==> src/rtl/ram1_arbiter_if.sv <==
// Bus bundle between the IF/MEM requesters, the arbiter and the RAM1/UART port.
// The slave modport is the arbiter's view; the master modport is the requesters' and port's view.
interface ram1_arbiter_if;
  logic        if_req_i;
  logic [17:0] if_addr_i;
  logic        if_ack_o;
  logic [15:0] if_rdata_o;

  logic        mem_req_i;
  logic        mem_we_i;
  logic [17:0] mem_addr_i;
  logic [15:0] mem_wdata_i;
  logic        mem_ack_o;
  logic [15:0] mem_rdata_o;

  logic        stall_o;

  logic        is_RAM1_o;
  logic        is_UART_o;
  logic [17:0] addr_o;
  logic [15:0] data_o;
  logic        isread_o;
  logic        iswrite_o;
  logic [15:0] ram1res_i;
  logic        data_ready_i;
  logic        tbre_i;
  logic        tsre_i;

  modport slave (
    input  if_req_i, if_addr_i, mem_req_i, mem_we_i, mem_addr_i, mem_wdata_i,
    input  ram1res_i, data_ready_i, tbre_i, tsre_i,
    output if_ack_o, if_rdata_o, mem_ack_o, mem_rdata_o, stall_o,
    output is_RAM1_o, is_UART_o, addr_o, data_o, isread_o, iswrite_o
  );

  modport master (
    output if_req_i, if_addr_i, mem_req_i, mem_we_i, mem_addr_i, mem_wdata_i,
    output ram1res_i, data_ready_i, tbre_i, tsre_i,
    input  if_ack_o, if_rdata_o, mem_ack_o, mem_rdata_o, stall_o,
    input  is_RAM1_o, is_UART_o, addr_o, data_o, isread_o, iswrite_o
  );
endinterface

==> src/rtl/ram1_arbiter.sv <==
// RAM1/UART port arbiter: shares the port between instruction fetch (read-only) and
// the data memory stage, sequencing each access as SETUP -> STROBE -> DONE.
// Optional macro RAM1_ARB_UART_WAIT_EN inserts a WAIT state before STROBE for
// UART data-register accesses until the UART status reports ready.
module ram1_arbiter #(
  parameter logic [15:0] UART_DATA_ADDR = 16'hBF00,
  parameter logic [15:0] UART_STAT_ADDR = 16'hBF01,
  parameter int unsigned MEM_BURST_MAX  = 4
) (
  input logic           clk,
  input logic           rst,
  ram1_arbiter_if.slave bus
);

  localparam logic [3:0] BurstMax = 4'(MEM_BURST_MAX);

  typedef enum logic [2:0] {StIdle, StSetup, StWait, StStrobe, StDone} state_e;

  state_e      state_q, state_d;
  logic        gnt_mem_q, gnt_mem_d;
  logic        we_q, we_d;
  logic [17:0] addr_q, addr_d;
  logic [15:0] data_q, data_d;
  logic [3:0]  burst_q, burst_d;
  logic [15:0] if_rdata_q, if_rdata_d;
  logic [15:0] mem_rdata_q, mem_rdata_d;

  logic is_uart, is_stat, busy;

  assign is_stat = (addr_q[15:0] == UART_STAT_ADDR);
  assign is_uart = (addr_q[15:0] == UART_DATA_ADDR) || is_stat;
  assign busy    = (state_q != StIdle);

`ifdef RAM1_ARB_UART_WAIT_EN
  logic is_data, uart_ready;
  assign is_data    = (addr_q[15:0] == UART_DATA_ADDR);
  assign uart_ready = we_q ? (bus.tbre_i & bus.tsre_i) : bus.data_ready_i;
`else
  logic unused_uart_status;
  assign unused_uart_status = bus.data_ready_i ^ bus.tbre_i ^ bus.tsre_i;
`endif

  // Next-state: arbitration and request latching in IDLE, fixed access sequence otherwise.
  always_comb begin
    state_d     = state_q;
    gnt_mem_d   = gnt_mem_q;
    we_d        = we_q;
    addr_d      = addr_q;
    data_d      = data_q;
    burst_d     = burst_q;
    if_rdata_d  = if_rdata_q;
    mem_rdata_d = mem_rdata_q;
    case (state_q)
      StIdle: begin
        // MEM has priority until it has used its burst allowance while IF waits.
        if (bus.mem_req_i && !((burst_q == BurstMax) && bus.if_req_i)) begin
          gnt_mem_d = 1'b1;
          we_d      = bus.mem_we_i;
          addr_d    = bus.mem_addr_i;
          data_d    = bus.mem_wdata_i;
          burst_d   = bus.if_req_i ? burst_q + 4'd1 : 4'd0;
          state_d   = StSetup;
        end else if (bus.if_req_i) begin
          gnt_mem_d = 1'b0;
          we_d      = 1'b0;
          addr_d    = bus.if_addr_i;
          data_d    = 16'h0;
          burst_d   = 4'd0;
          state_d   = StSetup;
        end
      end
      StSetup: begin
`ifdef RAM1_ARB_UART_WAIT_EN
        state_d = is_data ? StWait : StStrobe;
`else
        state_d = StStrobe;
`endif
      end
      StWait: begin
`ifdef RAM1_ARB_UART_WAIT_EN
        if (uart_ready) state_d = StStrobe;
`else
        state_d = StStrobe;
`endif
      end
      StStrobe: begin
        if (!we_q) begin
          if (gnt_mem_q) mem_rdata_d = bus.ram1res_i;
          else           if_rdata_d  = bus.ram1res_i;
        end
        state_d = StDone;
      end
      StDone:  state_d = StIdle;
      default: state_d = StIdle;
    endcase
  end

  // State and latched-access registers; reset abandons any access in flight.
  always_ff @(posedge clk) begin
    if (rst) begin
      state_q     <= StIdle;
      gnt_mem_q   <= 1'b0;
      we_q        <= 1'b0;
      addr_q      <= 18'h0;
      data_q      <= 16'h0;
      burst_q     <= 4'd0;
      if_rdata_q  <= 16'h0;
      mem_rdata_q <= 16'h0;
    end else begin
      state_q     <= state_d;
      gnt_mem_q   <= gnt_mem_d;
      we_q        <= we_d;
      addr_q      <= addr_d;
      data_q      <= data_d;
      burst_q     <= burst_d;
      if_rdata_q  <= if_rdata_d;
      mem_rdata_q <= mem_rdata_d;
    end
  end

  assign bus.is_RAM1_o   = busy && !is_uart;
  assign bus.is_UART_o   = busy && is_uart;
  assign bus.addr_o      = addr_q;
  assign bus.data_o      = data_q;
  assign bus.isread_o    = (state_q == StStrobe) && !we_q;
  // The UART status register is read-only, so writes to it complete without a strobe.
  assign bus.iswrite_o   = (state_q == StStrobe) && we_q && !is_stat;
  assign bus.if_ack_o    = (state_q == StDone) && !gnt_mem_q;
  assign bus.mem_ack_o   = (state_q == StDone) && gnt_mem_q;
  assign bus.if_rdata_o  = if_rdata_q;
  assign bus.mem_rdata_o = mem_rdata_q;
  assign bus.stall_o     = (bus.if_req_i & ~bus.if_ack_o) | (bus.mem_req_i & ~bus.mem_ack_o);

endmodule

==> src/flat_wrapper.sv <==
// flat-port wrapper written by rule: the top's interface ports become plain ports
module ram1_arbiter_flat 
#(
  parameter logic [15:0] UART_DATA_ADDR = 16'hBF00,
  parameter logic [15:0] UART_STAT_ADDR = 16'hBF01,
  parameter int unsigned MEM_BURST_MAX  = 4
)
  (clk, rst, bus_if_req_i, bus_if_addr_i, bus_mem_req_i, bus_mem_we_i, bus_mem_addr_i, bus_mem_wdata_i, bus_ram1res_i, bus_data_ready_i, bus_tbre_i, bus_tsre_i, bus_if_ack_o, bus_if_rdata_o, bus_mem_ack_o, bus_mem_rdata_o, bus_stall_o, bus_is_RAM1_o, bus_is_UART_o, bus_addr_o, bus_data_o, bus_isread_o, bus_iswrite_o);
  ram1_arbiter_if bus_i ();
  input logic clk;
  input logic rst;
  input wire logic [$bits(bus_i.if_req_i)-1:0] bus_if_req_i;
  input wire logic [$bits(bus_i.if_addr_i)-1:0] bus_if_addr_i;
  input wire logic [$bits(bus_i.mem_req_i)-1:0] bus_mem_req_i;
  input wire logic [$bits(bus_i.mem_we_i)-1:0] bus_mem_we_i;
  input wire logic [$bits(bus_i.mem_addr_i)-1:0] bus_mem_addr_i;
  input wire logic [$bits(bus_i.mem_wdata_i)-1:0] bus_mem_wdata_i;
  input wire logic [$bits(bus_i.ram1res_i)-1:0] bus_ram1res_i;
  input wire logic [$bits(bus_i.data_ready_i)-1:0] bus_data_ready_i;
  input wire logic [$bits(bus_i.tbre_i)-1:0] bus_tbre_i;
  input wire logic [$bits(bus_i.tsre_i)-1:0] bus_tsre_i;
  output wire logic [$bits(bus_i.if_ack_o)-1:0] bus_if_ack_o;
  output wire logic [$bits(bus_i.if_rdata_o)-1:0] bus_if_rdata_o;
  output wire logic [$bits(bus_i.mem_ack_o)-1:0] bus_mem_ack_o;
  output wire logic [$bits(bus_i.mem_rdata_o)-1:0] bus_mem_rdata_o;
  output wire logic [$bits(bus_i.stall_o)-1:0] bus_stall_o;
  output wire logic [$bits(bus_i.is_RAM1_o)-1:0] bus_is_RAM1_o;
  output wire logic [$bits(bus_i.is_UART_o)-1:0] bus_is_UART_o;
  output wire logic [$bits(bus_i.addr_o)-1:0] bus_addr_o;
  output wire logic [$bits(bus_i.data_o)-1:0] bus_data_o;
  output wire logic [$bits(bus_i.isread_o)-1:0] bus_isread_o;
  output wire logic [$bits(bus_i.iswrite_o)-1:0] bus_iswrite_o;
  assign bus_i.if_req_i = bus_if_req_i;
  assign bus_i.if_addr_i = bus_if_addr_i;
  assign bus_i.mem_req_i = bus_mem_req_i;
  assign bus_i.mem_we_i = bus_mem_we_i;
  assign bus_i.mem_addr_i = bus_mem_addr_i;
  assign bus_i.mem_wdata_i = bus_mem_wdata_i;
  assign bus_i.ram1res_i = bus_ram1res_i;
  assign bus_i.data_ready_i = bus_data_ready_i;
  assign bus_i.tbre_i = bus_tbre_i;
  assign bus_i.tsre_i = bus_tsre_i;
  assign bus_if_ack_o = bus_i.if_ack_o;
  assign bus_if_rdata_o = bus_i.if_rdata_o;
  assign bus_mem_ack_o = bus_i.mem_ack_o;
  assign bus_mem_rdata_o = bus_i.mem_rdata_o;
  assign bus_stall_o = bus_i.stall_o;
  assign bus_is_RAM1_o = bus_i.is_RAM1_o;
  assign bus_is_UART_o = bus_i.is_UART_o;
  assign bus_addr_o = bus_i.addr_o;
  assign bus_data_o = bus_i.data_o;
  assign bus_isread_o = bus_i.isread_o;
  assign bus_iswrite_o = bus_i.iswrite_o;
  ram1_arbiter #(.UART_DATA_ADDR(UART_DATA_ADDR), .UART_STAT_ADDR(UART_STAT_ADDR), .MEM_BURST_MAX(MEM_BURST_MAX)) u_core (.clk(clk), .rst(rst), .bus(bus_i));
endmodule
==> config.mk <==
export PLATFORM = sky130hd
export DESIGN_NAME = ram1_arbiter_flat
export DESIGN_NICKNAME = d
export VERILOG_FILES = /design/src/rtl/ram1_arbiter_if.sv /design/src/rtl/ram1_arbiter.sv /design/src/flat_wrapper.sv
export SDC_FILE = /design/constraint.sdc
export NUM_CORES = 1
export LEC_CHECK = 0
export CORE_MARGIN = 4
export CORE_UTILIZATION = 65
export DETAILED_ROUTE_END_ITERATION = 8
export DONT_BUFFER_PORTS = 1
export PLACE_DENSITY = 0.85
export REMOVE_ABC_BUFFERS = 1
export SETUP_SLACK_MARGIN = 0.4
export SKIP_LAST_GASP = 1
export SYNTH_ARGS = -nofsm -noshare
export SYNTH_HDL_FRONTEND = slang
export SYNTH_SLANG_ARGS = --single-unit
==> constraint.sdc <==
create_clock -name clk -period 3.4 [get_ports clk]
set_clock_uncertainty 0.1 [all_clocks]
set_input_delay 0.34 -clock clk [delete_from_list [all_inputs] [get_ports clk]]
set_output_delay 0.34 -clock clk [all_outputs]
set_load 0.1 [all_outputs]
==> metrics.txt, run 1 <==
Pwr Density=716 nW/µm²; Hold Crit Endpoint=u_core.bus.mem_rdata_o[12]; first-pass GRT wire length=14.4 mm; vias in the first global route=2982; sequential area share after synthesis=46.3%; Clock transition at path regs=0.08 ns; CP max-delay cell=or4b_2; share of layout cells above drive strength 1=13.5%; # Post-CTS Setup Buffers=0; post-synthesis cell type count=37; critical path fanouts, max=3; vias per std cell=6.76; Tot GR Track Use=28.9%; HP Class=in -> reg; Slew Limit Fails=0; Placer Congestion=0.729; nets@finish=472; P_sw=0.00110 W; aggregate global routing overflow=0; R2R setup slack=1.08 ns; RSZ-0062 raised after global routing=false; busiest layer in global routing=met2; sequential share of power=46.9%; Switching Share=41.4%; hold path startpoint=bus_ram1res_i[12]; Hold Path Cell Cnt=2; # IOs=149; cells on worst reg2reg path=4; Port Buffer Count=0; CP startpoint kind=flop; Achievable Freq=365 MHz; Post-Synthesis Cells=399; YS warnings=0; final hold violations=0; Worst setup EP type=output port; DRT Pass-1 Iters=5; initial DRC count=170; DRC=0; worst slew pin tran=1.06 ns; setup ws final=0.663 ns; peak supply drop=0.000518 V; pre-CTS worst setup slack=0.818 ns; Primary FF master, synth=dfxtp_1; Lkg Pwr=1.27 nW; # placed instances=448; most common cell after layout, fill and taps aside=dfxtp_1; Crit path max-delay family=simple AND/OR/NAND/NOR gates; met2 usage=45.3%; clock root cell=clkbuf_8; CP Class=reg -> out; worst r2r src=u_core.state_q[2]; average size of a mapped cell=8.12 µm²; met3 Resource Use GR=9.17%; clk buf depth=2; Total Wirelength=8.84 mm; CP cell instances=or4b_2, nor4_2, and2_1, buf_12; Inserted Clock Buffers=9; Die X-Extent=78.6 µm; final worst path period need=2.74 ns; clock latency at the later pin of the worst-skew pair=0.34 ns; Final setup viols=0; EDFF count, synth=0; core area=4790 µm²; Die Y=78.6 µm; Max Cap Violations=0; crit-path max cell delay=0.68 ns; post-DP HPWL=5.41 mm; Clock power frac=29.2%; Post-Syn Area=3240 µm²; CP bufs+invs=1; CTS sink count=75; DIE AREA=6180 µm²; Critical Path RT=2.96 ns; fin cells=466; ANT cells=0; Core Rows=25; initial antenna violation count=0; outcome=completed; Syn-to-layout area delta=14.1%; initial core utilization=67.7%; Pint=0.00155 W; Avg WL per Cell=19.0 µm; final antenna-violating net count=0; most frequent cells in the layout=dfxtp_1, a21oi_1, o21ai_0; CTS tree=built; final period utilization=80.5%; CTS HTree Levels=3; Post-synth ARST share=0%; RR Endpoint=u_core.burst_q[3]; Vias=3149; Crit path arrival time=2.30 ns; Rel. slew slack=29.1%; #FFs+latches synth=75; GR met1 Demand/Resource=36.2%; largest net degree at the start of global routing=73; Gate power share=23.9%
==> metrics by stage <==
step	power (W)	cell area [µm²]	util (%)	hold WS [ns]	TNS [ns]
floorplan	0.00172	3050	-	0.309	-4.18
global placement	0.00186	3420	71.6	0.315	0
detailed placement	0.00187	3420	71.6	0.318	0
CTS	0.00265	3680	76.9	0.0118	0
global route	0.00274	3700	77.2	0.0288	0
finish	0.00265	3700	77.2	0.0339	0
==> cell usage after synthesis (2+ instances only) <==
| master | number | share of area, % |
|---|---|---|
| a311oi_1 | 18 | 4.9 |
| and3_1 | 2 | 0.39 |
| or4b_2 | 2 | 0.62 |
| nor3_1 | 3 | 0.46 |
| o211ai_1 | 2 | 0.46 |
| buf_2 | 5 | 0.77 |
| clkbuf_1 | 36 | 4.2 |
| a21oi_1 | 71 | 11 |
| o21ai_0 | 70 | 11 |
| nand4b_1 | 3 | 0.81 |
| inv_1 | 10 | 1.2 |
| nor2_1 | 4 | 0.46 |
| nand4_1 | 18 | 3.5 |
| dfxtp_1 | 75 | 46 |
| nand2_1 | 3 | 0.35 |
| ha_1 | 2 | 0.77 |
| nand3_1 | 53 | 8.2 |
| buf_1 | 3 | 0.35 |
==> worst max-delay path by stage <==
stage	from	end	slack, ns	depth (start not counted)
4_1_cts	u_core.bus.addr_o[4]	bus_iswrite_o	0.46	4
6_report	u_core.bus.addr_o[4]	bus_is_UART_o	0.66	4
3_3_place_gp	u_core.bus.addr_o[4]	bus_iswrite_o	0.81	4
3_5_place_dp	u_core.bus.addr_o[4]	bus_iswrite_o	0.82	4
2_1_floorplan	u_core.bus.addr_o[4]	bus_iswrite_o	-3.03	3
5_1_grt	u_core.bus.addr_o[4]	bus_iswrite_o	0.58	4
==> what timing repair did <==
item                                    CTS  global route
hold endpoints to repair                 72             1
resized for setup                         0             1
endpoints found under the setup margin    0             2
hold buffers                              1             1
==> per-layer routing <==
layer,up-vias,wire [µm],share of wire (%)
li1,1473,-,-
met5,-,0,0
met2,191,4300,49
met1,1465,3370,38
met3,20,1000,11
met4,0,166,1.9
==> power groups by stage <==
stage,registers (W),logic (W),clock network [W]
final,0.00124,0.000631,0.000774
after global routing,0.00125,0.000674,0.000818
after global placement,0.00126,0.000599,0
after detailed placement,0.00126,0.000607,0
after CTS,0.00124,0.000625,0.000779
after floorplan,0.00148,0.000240,0
==> registers in the layout (all words and copies together), names as in the netlist <==
| register | flops |
|---|---|
| u_core.burst_q | 4 |
| u_core.bus.addr_o | 18 |
| u_core.bus.data_o | 16 |
| u_core.bus.if_rdata_o | 16 |
| u_core.bus.mem_rdata_o | 16 |
| u_core.gnt_mem_q | 1 |
| u_core.state_q | 3 |
| u_core.we_q | 1 |
==> cell families (layout without fill, tap and decap cells) <==
group	count (synthesis)	in the layout	share of synthesized area, %
AO/OA/AOI/OAI	165	165	28.1
adder cells (fa/ha/maj)	2	2	0.772
buffers and inverters	56	56	6.95
AND/OR/NAND/NOR	99	99	17.3
XOR/XNOR	2	2	0.541
flip-flops	75	75	46.3
==> cell type report <==
class / instances / area [µm²]
inverter: 10 / 37.5
tap: 67 / 83.8
sequential: 75 / 1500
clock buffer: 12 / 155
multi-input combinational: 268 / 1540
clock inverter: 4 / 72.6
timing repair buffer: 30 / 305
fill: 337 / 1090
Note: power is estimated with default switching activity, not from simulation.
==> inputs of run 2 (changes only) <==
--- a/config.mk
+++ b/config.mk
@@ -6,10 +6,10 @@
 export NUM_CORES = 1
 export LEC_CHECK = 0
 export CORE_MARGIN = 4
-export CORE_UTILIZATION = 65
+export CORE_UTILIZATION = 62
 export DETAILED_ROUTE_END_ITERATION = 8
 export DONT_BUFFER_PORTS = 1
-export PLACE_DENSITY = 0.85
+export PLACE_DENSITY = 0.82
 export REMOVE_ABC_BUFFERS = 1
 export SETUP_SLACK_MARGIN = 0.4
 export SKIP_LAST_GASP = 1
==> constraint.sdc (replaced) <==
create_clock -name clk -period 2.6 [get_ports clk]
set_clock_uncertainty 0.1 [all_clocks]
set_input_delay 0.26 -clock clk [delete_from_list [all_inputs] [get_ports clk]]
set_output_delay 0.26 -clock clk [all_outputs]
set_load 0.1 [all_outputs]
==> metrics.txt, run 2 (synthesized netlist as in run 1, its figures left out) <==
outcome=completed; setup TNS=0 ns; initial antenna violation count=0; Storage cell area=1500 µm²; worst r2r src=u_core.burst_q[0]; largest net degree at the start of global routing=75; Hold Crit Endpoint=u_core.bus.data_o[15]; post-DP HPWL=6.01 mm; final worst path period need=2.29 ns; Die Y=80.3 µm; Lkg Pwr=1.68 nW; Achievable Freq=436 MHz; peak supply drop=0.000640 V; R2R setup slack=0.38 ns; final hold violations=0; Max Cap Violations=0; area of the multi-input gates=1580 µm²; # IOs=149; Final setup viols=0; Syn-to-layout area delta=36.3%; # Post-CTS Setup Buffers=0; Fill cells=268; cells on worst reg2reg path=5; Critical Path RT=2.24 ns; Die X-Extent=80.3 µm; final antenna-violating net count=0; DIE AREA=6450 µm²; final period utilization=88.3%; hold path startpoint=bus_mem_req_i; first-pass GRT wire length=18.3 mm; most frequent cells in the layout=buf_4, dfxtp_1, a21oi_1; critical path fanouts, max=2; Core Rows=26; RSZ-0062 raised after global routing=true; Inserted Clock Buffers=9; Worst setup EP type=output port; Vias=3738; max reg flops=18; CP Class=reg -> out; DRT Pass-1 Iters=5; worst slew pin tran=0.842 ns; Port Buffer Count=0; nets@finish=559; CP startpoint kind=flop; DP Area=3840 µm²; Pwr Density=783 nW/µm²; clock root cell=clkbuf_8; clock latency at the later pin of the worst-skew pair=0.33 ns; fin cells=556; Clock transition at path regs=0.08 ns; core area=5070 µm²; Avg WL per Cell=21.5 µm; Placer Congestion=0.768; # placed instances=506; CTS HTree Levels=3; vias in the first global route=3731; Critical Path Source=u_core.bus.addr_o[5]; vias per std cell=6.72; DRC=0; most common cell after layout, fill and taps aside=buf_4; PnR Total Power=0.00346 W; RR Endpoint=u_core.burst_q[1]; Total Wirelength=11.9 mm; initial DRC count=293; ANT cells=0; CTS tree=built; Hold Path Cell Cnt=2; HP Class=in -> reg; Rel. slew slack=43.6%; Tot GR Track Use=36.5%; initial core utilization=63.9%; Slew Limit Fails=0; fin area=4420 µm²; final hold slack=0.00910 ns; share of layout cells above drive strength 1=22.8%; clk buf depth=2; Crit path arrival time=1.93 ns; aggregate global routing overflow=0; CTS sink count=75
[run 2: changes by cell type in the layout (fill, tap and decap cells not counted), moves of 2 or more]
cell,change
buf_4,+55
dlygate4sd3_1,+31
bufinv_16,-2
or4b_2,-2
or4b_4,+2
[run 2: timing repair]
action,in CTS,in global routing
cloned,1,0
resized for setup,5,2
endpoints found under the hold margin,74,1
hold buffers,32,1
pin swaps,3,1
setup endpoints to repair,4,7
[run 2: final cells by class]
| cell class | instances | share of cell area [%] |
|---|---|---|
| repair buffers | 116 | 23.3 |
| clock inverters | 4 | 0.567 |
| well taps | 70 | 1.98 |
| flip-flops and latches | 75 | 34.0 |
| inverters | 10 | 0.850 |
| multi-input cells | 269 | 35.8 |
| clock buffers | 12 | 3.51 |
[run 2: stage by stage]
| stage | setup WS (ns) | utilization (%) |
|---|---|---|
| 2_1_floorplan | -3.75 | - |
| 3_3_place_gp | 0.451 | 75.7 |
| 3_5_place_dp | 0.400 | 75.7 |
| 4_1_cts | 0.305 | 86.8 |
| 5_1_grt | 0.236 | 87.0 |
| 6_report | 0.305 | 87.0 |
[run 2: power breakdown]
part	switching [W]	total, W	internal [W]
logic	0.00104	0.00133	0.000296
clock network	0.000427	0.000824	0.000397
registers	0.0000603	0.00130	0.00124
[run 2: worst max-delay path by stage]
stage / depth (start not counted) / end / slack [ns]
3_3_place_gp: 5 / bus_iswrite_o / 0.45
4_1_cts: 5 / bus_iswrite_o / 0.31
2_1_floorplan: 3 / bus_iswrite_o / -3.75
6_report: 5 / bus_iswrite_o / 0.31
5_1_grt: 5 / bus_iswrite_o / 0.24
3_5_place_dp: 5 / bus_iswrite_o / 0.40
[run 2: metal layers]
metal	GRT usage, %	routed length [µm]	vias up
met5	0	0	-
met4	19.1	574	0
met3	9.08	1280	60
met2	65.5	6030	278
met1	39.0	4050	1748
li1	-	-	1652
[run 2: worst max-delay path, stage by stage (launching register included)]
cell and delay [ns]:
dfxtp_2 0.33, or4b_4 0.55, nor4_4 0.28, buf_4 0.18, a2111oi_4 0.08, buf_16 0.18
==> inputs of run 3 (changes only) <==
--- a/config.mk
+++ b/config.mk
@@ -5,8 +5,10 @@
 export SDC_FILE = /design/constraint.sdc
 export NUM_CORES = 1
 export LEC_CHECK = 0
+export CELL_PAD_IN_SITES_DETAIL_PLACEMENT = 0
+export CELL_PAD_IN_SITES_GLOBAL_PLACEMENT = 1
 export CORE_MARGIN = 4
-export CORE_UTILIZATION = 62
+export CORE_UTILIZATION = 44
 export DETAILED_ROUTE_END_ITERATION = 8
 export DONT_BUFFER_PORTS = 1
 export PLACE_DENSITY = 0.82
==> metrics.txt, run 3 (synthesized netlist as in run 1, its figures left out) <==
Max Cap Violations=0; Clock transition at path regs=0.08 ns; CP bufs+invs=2; Lkg Pwr=1.77 nW; Pwr Density=746 nW/µm²; final hold violations=0; peak supply drop=0.000431 V; fin cells=601; initial antenna violation count=0; Vias=3482; initial DRC count=145; final hold slack=0.0147 ns; Clock power frac=23.5%; core area=7210 µm²; Pint=0.00196 W; outcome=completed; Switching Share=43.0%; Achievable Freq=434 MHz; sequential share of power=37.7%; Die X-Extent=93.8 µm; CP max-delay cell=or4b_4; CP startpoint kind=flop; most frequent cells in the layout=buf_4, dfxtp_1, a21oi_1; critical path fanouts, max=2; most common cell after layout, fill and taps aside=buf_4; nets@finish=575; vias in the first global route=3420; clock root cell=clkbuf_8; first-pass GRT wire length=16.7 mm; Inserted Clock Buffers=9; Tot GR Track Use=23.6%; # Post-CTS Setup Buffers=0; CTS sink count=75; DP Area=3880 µm²; Worst setup EP type=output port; Core Rows=31; max reg flops=18; Total Wirelength=10.6 mm; final period utilization=88.6%; post-DP HPWL=5.96 mm; worst slew pin tran=1.04 ns; final worst path period need=2.30 ns; fin area=4620 µm²; ANT cells=0; Crit path arrival time=1.94 ns; Syn-to-layout area delta=42.5%; Slew Limit Fails=0; CP cell instances=or4b_4, nor4_4, buf_4, a2111oi_4, buf_16; Critical Path RT=2.24 ns; share of layout cells above drive strength 1=22.1%; DRC=0; RSZ-0062 raised after global routing=true; Gate power share=38.8%; initial core utilization=44.9%; Port Buffer Count=0; largest net degree at the start of global routing=75; CP Class=reg -> out; CTS tree=built; PnR Total Power=0.00344 W; Crit path max-delay family=simple AND/OR/NAND/NOR gates; vias per std cell=5.79; P_sw=0.00148 W; DIE AREA=8800 µm²; HP Class=in -> reg; clk buf depth=2; # placed instances=536; aggregate global routing overflow=0; clock latency at the later pin of the worst-skew pair=0.33 ns; Final setup viols=0; crit-path max cell delay=0.54 ns; DRT Pass-1 Iters=4; Rel. slew slack=30.6%; Placer Congestion=0.789; Die Y=93.8 µm; CTS HTree Levels=3; final antenna-violating net count=0; # IOs=149; Avg WL per Cell=17.7 µm
[run 3: cell count changes in the layout (fill, tap and decap cells not counted)]
cell / previous run / this run
and4b_2: 1 / 0
dfxtp_1: 74 / 73
and4b_1: 0 / 1
dlymetal6s4s_1: 0 / 1
nand4b_1: 4 / 3
or3_1: 1 / 0
clkinvlp_4: 2 / 0
clkbuf_1: 1 / 3
or3_4: 0 / 1
dlygate4sd3_1: 32 / 47
dfxtp_2: 1 / 2
buf_8: 0 / 1
[run 3: cell type report]
| cell class | instances | area (µm²) |
|---|---|---|
| Fill cell | 610 | 2600 |
| Multi-Input combinational cell | 268 | 1570 |
| Sequential cell | 75 | 1500 |
| Timing Repair Buffer | 133 | 1210 |
| Clock buffer | 14 | 163 |
| Tap cell | 99 | 124 |
| Inverter | 10 | 37.5 |
| Clock inverter | 2 | 10.0 |
[run 3: repair_timing]
action / 4_1_cts / 5_1_grt
gates resized for setup: 7 / 4
endpoints found under the setup margin: 3 / 5
hold buffers: 49 / 0
pin swaps: 4 / 0
gates cloned: 0 / 0
hold endpoints to repair: 74 / 0
[run 3: per-stage QoR]
| stage | setup slack (ns) | util [%] | setup TNS (ns) |
|---|---|---|---|
| after floorplan | -3.75 | - | -23.67 |
| after global placement | 0.412 | 53.9 | 0 |
| after detailed placement | 0.401 | 53.9 | 0 |
| after CTS | 0.286 | 63.8 | 0 |
| after global routing | 0.213 | 64.0 | 0 |
| final | 0.297 | 64.0 | 0 |
[run 3: routing by layer]
layer	wire length, µm	GRT usage, %
met4	221	9.51
met2	5110	39.9
met1	4320	27.8
met5	0	0
met3	959	7.45
[run 3: worst paths after layout]
| kind | from | end | slack, ns | cells past startpoint |
|---|---|---|---|---|
| worst min-delay path | bus_mem_req_i | u_core.bus.addr_o[7] | 0.01 | 2 |
| worst min register to register | u_core.bus.data_o[12] | u_core.bus.data_o[12] | 0.38 | 2 |
| worst max-delay path | u_core.bus.addr_o[1] | bus_iswrite_o | 0.30 | 5 |
| worst max register to register | u_core.state_q[2] | u_core.bus.data_o[9] | 0.47 | 5 |
[run 3: power by group through the flow]
stage / registers, W / clock network [W] / logic [W]
after floorplan: 0.00193 / 0 / 0.000314
after global routing: 0.00131 / 0.000879 / 0.00139
after CTS: 0.00130 / 0.000829 / 0.00133
after global placement: 0.00132 / 0 / 0.00121
after detailed placement: 0.00132 / 0 / 0.00122
final: 0.00130 / 0.000809 / 0.00134
